==> src/rtl/fm_mod.sv <==
// FM modulator: pops audio samples, integrates them into a wrapping phase
// accumulator and emits cos/sin through a quarter-wave sine table.
module fm_mod #(
    parameter int DATA_WIDTH = 32,
    parameter int QUANT      = 10,
    parameter int GAIN       = 1,
    parameter int PHASE_BITS = 16,
    parameter int LUT_BITS   = 8
) (
    input  logic                  clk,
    input  logic                  reset,
    input  logic [DATA_WIDTH-1:0] audio_in,
    input  logic                  audio_empty,
    output logic                  audio_rd_en,
    output logic [DATA_WIDTH-1:0] i_out,
    output logic [DATA_WIDTH-1:0] q_out,
    input  logic                  full_i,
    input  logic                  full_q,
    output logic                  wr_en_iq
);

    localparam int PROD_WIDTH = 2 * DATA_WIDTH;
    localparam int OFF_BITS   = LUT_BITS - 2;
    localparam logic [LUT_BITS-1:0] QTR_TURN = LUT_BITS'(1 << OFF_BITS);
    localparam logic [OFF_BITS:0]   QTR_IDX  = {1'b1, {OFF_BITS{1'b0}}};
    localparam logic signed [PROD_WIDTH-1:0] GAIN_EXT = PROD_WIDTH'(GAIN);

    // round(sin(2*pi*k/256) * 1024) for k = 0..64; sized for LUT_BITS=8, QUANT=10
    localparam logic [QUANT:0] SIN_TAB [0:(1 << OFF_BITS)] = '{
        11'd0,    11'd25,   11'd50,   11'd75,   11'd100,  11'd125,  11'd150,  11'd175,
        11'd200,  11'd224,  11'd249,  11'd273,  11'd297,  11'd321,  11'd345,  11'd369,
        11'd392,  11'd415,  11'd438,  11'd460,  11'd483,  11'd505,  11'd526,  11'd548,
        11'd569,  11'd590,  11'd610,  11'd630,  11'd650,  11'd669,  11'd688,  11'd706,
        11'd724,  11'd742,  11'd759,  11'd775,  11'd792,  11'd807,  11'd822,  11'd837,
        11'd851,  11'd865,  11'd878,  11'd891,  11'd903,  11'd915,  11'd926,  11'd936,
        11'd946,  11'd955,  11'd964,  11'd972,  11'd980,  11'd987,  11'd993,  11'd999,
        11'd1004, 11'd1009, 11'd1013, 11'd1016, 11'd1019, 11'd1021, 11'd1023, 11'd1024,
        11'd1024
    };

    typedef enum logic [2:0] {
        S_READ,
        S_MULT,
        S_ACC,
        S_LUT,
        S_WRITE
    } state_t;

    state_t                         state_q, state_d;
    logic [DATA_WIDTH-1:0]          audio_q, audio_d;
    logic signed [PROD_WIDTH-1:0]   prod_q, prod_d;
    logic [PHASE_BITS-1:0]          phase_q, phase_d;
    logic [DATA_WIDTH-1:0]          i_q, i_d;
    logic [DATA_WIDTH-1:0]          q_q, q_d;

    logic [LUT_BITS-1:0]            idx;
    logic signed [PROD_WIDTH-1:0]   audio_ext;

    // Odd quadrants mirror the table, the upper half of the turn negates it.
    function automatic logic signed [QUANT+1:0] sin_lut(input logic [LUT_BITS-1:0] pos);
        logic [OFF_BITS:0]       sel;
        logic signed [QUANT+1:0] mag;
        sel = pos[LUT_BITS-2] ? (QTR_IDX - {1'b0, pos[OFF_BITS-1:0]})
                              : {1'b0, pos[OFF_BITS-1:0]};
        mag = $signed({1'b0, SIN_TAB[sel]});
        return pos[LUT_BITS-1] ? -mag : mag;
    endfunction

    assign idx         = phase_q[PHASE_BITS-1 -: LUT_BITS];
    assign audio_ext   = {{DATA_WIDTH{audio_q[DATA_WIDTH-1]}}, audio_q};
    assign audio_rd_en = reset && (state_q == S_READ) && !audio_empty;
    assign wr_en_iq    = (state_q == S_WRITE) && !full_i && !full_q;
    assign i_out       = i_q;
    assign q_out       = q_q;

    always_comb begin
        state_d = state_q;
        audio_d = audio_q;
        prod_d  = prod_q;
        phase_d = phase_q;
        i_d     = i_q;
        q_d     = q_q;
        case (state_q)
            S_READ: begin
                if (audio_rd_en) begin
                    audio_d = audio_in;
                    state_d = S_MULT;
                end
            end
            S_MULT: begin
                prod_d  = audio_ext * GAIN_EXT;
                state_d = S_ACC;
            end
            S_ACC: begin
                phase_d = phase_q + PHASE_BITS'(prod_q >>> QUANT);
                state_d = S_LUT;
            end
            S_LUT: begin
                q_d     = DATA_WIDTH'(sin_lut(idx));
                i_d     = DATA_WIDTH'(sin_lut(idx + QTR_TURN));
                state_d = S_WRITE;
            end
            S_WRITE: begin
                if (wr_en_iq) begin
                    state_d = S_READ;
                end
            end
            default: state_d = S_READ;
        endcase
    end

    always_ff @(posedge clk or negedge reset) begin
        if (!reset) begin
            state_q <= S_READ;
            audio_q <= '0;
            prod_q  <= '0;
            phase_q <= '0;
            i_q     <= '0;
            q_q     <= '0;
        end else begin
            state_q <= state_d;
            audio_q <= audio_d;
            prod_q  <= prod_d;
            phase_q <= phase_d;
            i_q     <= i_d;
            q_q     <= q_d;
        end
    end

endmodule
==> config.mk <==
export PLATFORM = sky130hd
export DESIGN_NAME = fm_mod
export DESIGN_NICKNAME = d
export VERILOG_FILES = /design/src/rtl/fm_mod.sv
export SDC_FILE = /design/constraint.sdc
export NUM_CORES = 1
export LEC_CHECK = 0
export CORE_MARGIN = 1
export CORE_UTILIZATION = 55
export CTS_CLUSTER_SIZE = 10
export DETAILED_ROUTE_END_ITERATION = 7
export GPL_TIMING_DRIVEN = 0
export PLACE_DENSITY = 0.92
export SLEW_MARGIN = 20
export SYNTH_ARGS = -nofsm -noshare
export SYNTH_HDL_FRONTEND = slang
export SYNTH_SLANG_ARGS = --single-unit
==> constraint.sdc <==
create_clock -name clk -period 4.96 [get_ports clk]
set_clock_uncertainty 0.2 [all_clocks]
set_input_delay 0.744 -clock clk [delete_from_list [all_inputs] [get_ports clk]]
set_output_delay 0.744 -clock clk [all_outputs]
set_load 0.02 [all_outputs]
==> impl_results.md <==
* Outcome: finished clean
* Routed wire per std cell at 19.3 µm
* Final hold violations at 0
* Slew of the pin with the lowest slew margin at 0.950 ns
* Reg2reg path depth at 16
* Layout fillers at 1043
* Final period util at 0.969
* Number of flops mapped to enable cells by yosys at 0
* I/O Pins at 103
* Minimum clock period at 4.80 ns
* Iteration-0 DRC Markers at 783
* Post-synth ARST share at 1.00
* Total Die Area at 0.0135 mm²
* Cell count after synthesis at 863
* HP Class: input pin to async pin
* Top cell type's share of synthesized area at 0.262
* WP data required at 5.00 ns
* CTS Sinks at 75
* Largest net degree at the start of global routing at 42
* Max-slew violation count at 0
* Root Driver: clkbuf_16
* Critical path peak fanout at 10
* CTS Buffer Depth at 2
* Grt ovf at 0
* Area of the multi-input gates at 0.00462 mm²
* Clock transition at path regs at 0.07 ns
* Leading area contributor after synthesis: dfrtp_1
* Most frequent cell after synthesis: nand2_1
* 1st-pass router iterations at 6
* Dpl hpwl at 16.4 mm
* Worst r2r dst: i_out[10]
* Reg area at 0.00188 mm²
* Drt via density at 6.44
* Worst-Skew Late Latency at 0.36 ns
* First-pass GRT wire length at 34.4 mm
* Main flop type after synthesis: dfrtp_1
* Via count at 7368
* Die W at 116 µm
* Reg2reg start: phase_q[8]
* Setup crit end kind: flop
* Ys Warns at 0
* Crit path kind: flop to flop
* Layout cell share with drive strength beyond 1 at 0.172
* Remaining DRCs at 0
* Number of distinct library cells after synthesis at 88
* Worst hold slack at 0.151 ns
* Gpl congestion at 1.01
* Startpoint Class: flop
* Top cells by count, synth: nand2_1 (82), dfrtp_1 (75), o21ai_0 (67)
* Yosys reg bits at 75
* CTS tree: done
* Post-synthesis sequential area ratio at 0.262
* Die Height at 116 µm
* DRT Wirelength at 22.1 mm
* Nets at 1041
* Core ar. at 0.0127 mm²
* Effective utilization at floorplan at 0.564
* Site Rows at 41
* Num CTS Buffers at 9
* Antenna cells at 0
* R2R setup slack at 0.16 ns
* Arrival @ worst endpoint at 4.84 ns
* Syn_nets at 937
* Synthesized area per cell at 8.29 µm²
* Global Route Usage Sum at 0.333
* H-Tree Depth at 3
* Slew margin rel. at 0.365
* Largest cells by area after synthesis: dfrtp_1 (26%), ha_1 (6.3%), mux2_2 (6.0%), o21ai_0 (4.7%), buf_4 (4.3%)
* Layout area overhead at 21.0%
* Hold Buf Count CTS at 0
* Vias in the first global route at 6835
* Fmax at 0.208 GHz
* Initial antenna violation count at 0
* Max-cap viol count at 0
* Routed Antenna Nets at 0
* Cell area after synthesis at 0.00715 mm²
* IO Port Bufs at 86
* Final setup violating endpoints at 0
==> how the worst max path moves through the flow <==
stage,startpoint,endpoint,cells past startpoint
2_1_floorplan,phase_q[8],q_out[11],15
3_3_place_gp,reset,audio_rd_en,5
3_5_place_dp,phase_q[8],q_out[6],15
4_1_cts,phase_q[8],i_out[10],16
5_1_grt,phase_q[8],q_out[8],19
6_report,phase_q[8],i_out[10],16
==> sequential cells by signal (all words and copies together), names as in the netlist <==
signal	count
i_out	12
prod_q	16
state_q	3
audio_q	16
q_out	12
phase_q	16
==> placed cells by master, fill, tap and decap left out, types with 5 or more instances in the layout <==
cell type,Yosys,layout
a2111oi_1,0,5
a211o_1,8,8
a211oi_1,13,13
a21o_1,7,7
a21oi_1,49,49
a31oi_1,13,13
and2_1,9,9
and3_1,5,5
buf_1,6,5
buf_2,21,22
buf_4,41,47
clkbuf_1,34,33
clkbuf_16,0,9
clkdlybuf4s50_1,0,85
dfrtp_1,75,74
ha_1,36,36
inv_1,21,20
mux2_2,38,38
mux2i_1,6,6
nand2_1,82,82
nand2b_1,13,13
nand3_1,22,22
nor2_1,49,49
nor2b_1,15,15
nor3_1,22,21
o211ai_1,11,11
o21a_1,11,11
o21ai_0,67,67
o21ai_1,12,11
o22ai_1,6,6
o311ai_0,5,5
o31ai_1,7,6
or2_2,6,6
or3_1,5,5
xnor2_1,28,28
xor2_1,10,10
==> per-stage QoR <==
| stage | TNS (ns) | instance area (µm²) | instances | util | setup slack [ns] |
|---|---|---|---|---|---|
| 4_1_cts | 0 | 8600 | 1139 | 0.679 | 0.0159 |
| 6_report | 0 | 8650 | 1144 | 0.683 | 0.156 |
| 3_3_place_gp | -27.18 | 8230 | 1121 | 0.649 | -2.40 |
| 2_1_floorplan | 0 | 7150 | 863 | - | 0.640 |
| 3_5_place_dp | -4.24 | 8260 | 1123 | 0.652 | -0.489 |
| 5_1_grt | -0.0583 | 8650 | 1144 | 0.683 | -0.0256 |
==> worst max-delay path: stages, from the launching register on <==
cell and delay, ns:
dfrtp_2 0.41, buf_2 0.28, clkinvlp_4 0.23, ha_1 0.45, mux2_2 0.43, ha_1 0.32, clkbuf_1 0.30, mux2i_1 0.12
a2111oi_1 0.54, o31a_1 0.25, nand2_1 0.11, ha_1 0.24, o221a_2 0.14, nor4b_2 0.18, a31oi_1 0.24, xor2_1 0.17
o21ai_1 0.07
==> per-layer routing <==
metal  global-route usage  share of wire  wire (µm)  up-vias
li1                     -              -          -     3352
met3               0.0795           0.11       2350       67
met5                    0              0          0        -
met4                0.162          0.036        800        0
met2                0.551           0.46      10100      452
met1                0.407           0.40       8820     3497
==> kinds of logic after synthesis <==
kind of cell,share of synthesized area
flops,0.262
simple gates,0.181
fa+ha+maj,0.0658
xor+xnor,0.0488
compound gates,0.278
mux,0.0682
buf+inv,0.0954
==> layout make-up <==
| type | instances | area share |
|---|---|---|
| Buffer | 106 | 0.0691 |
| Clock buffer | 10 | 0.0276 |
| Clock inverter | 6 | 0.0108 |
| Inverter | 23 | 0.0104 |
| Multi-Input combinational cell | 659 | 0.534 |
| Sequential cell | 75 | 0.217 |
| Tap cell | 172 | 0.0249 |
| Timing Repair Buffer | 93 | 0.106 |
==> timing repair <==
item | CTS | global route
resized for setup | 5 | 7
endpoints found under the setup margin | 16 | 16
setup buffers | 0 | 5
Power is not shown: default switching activity piles up to over one toggle a cycle in this logic, so the estimate is an artifact.
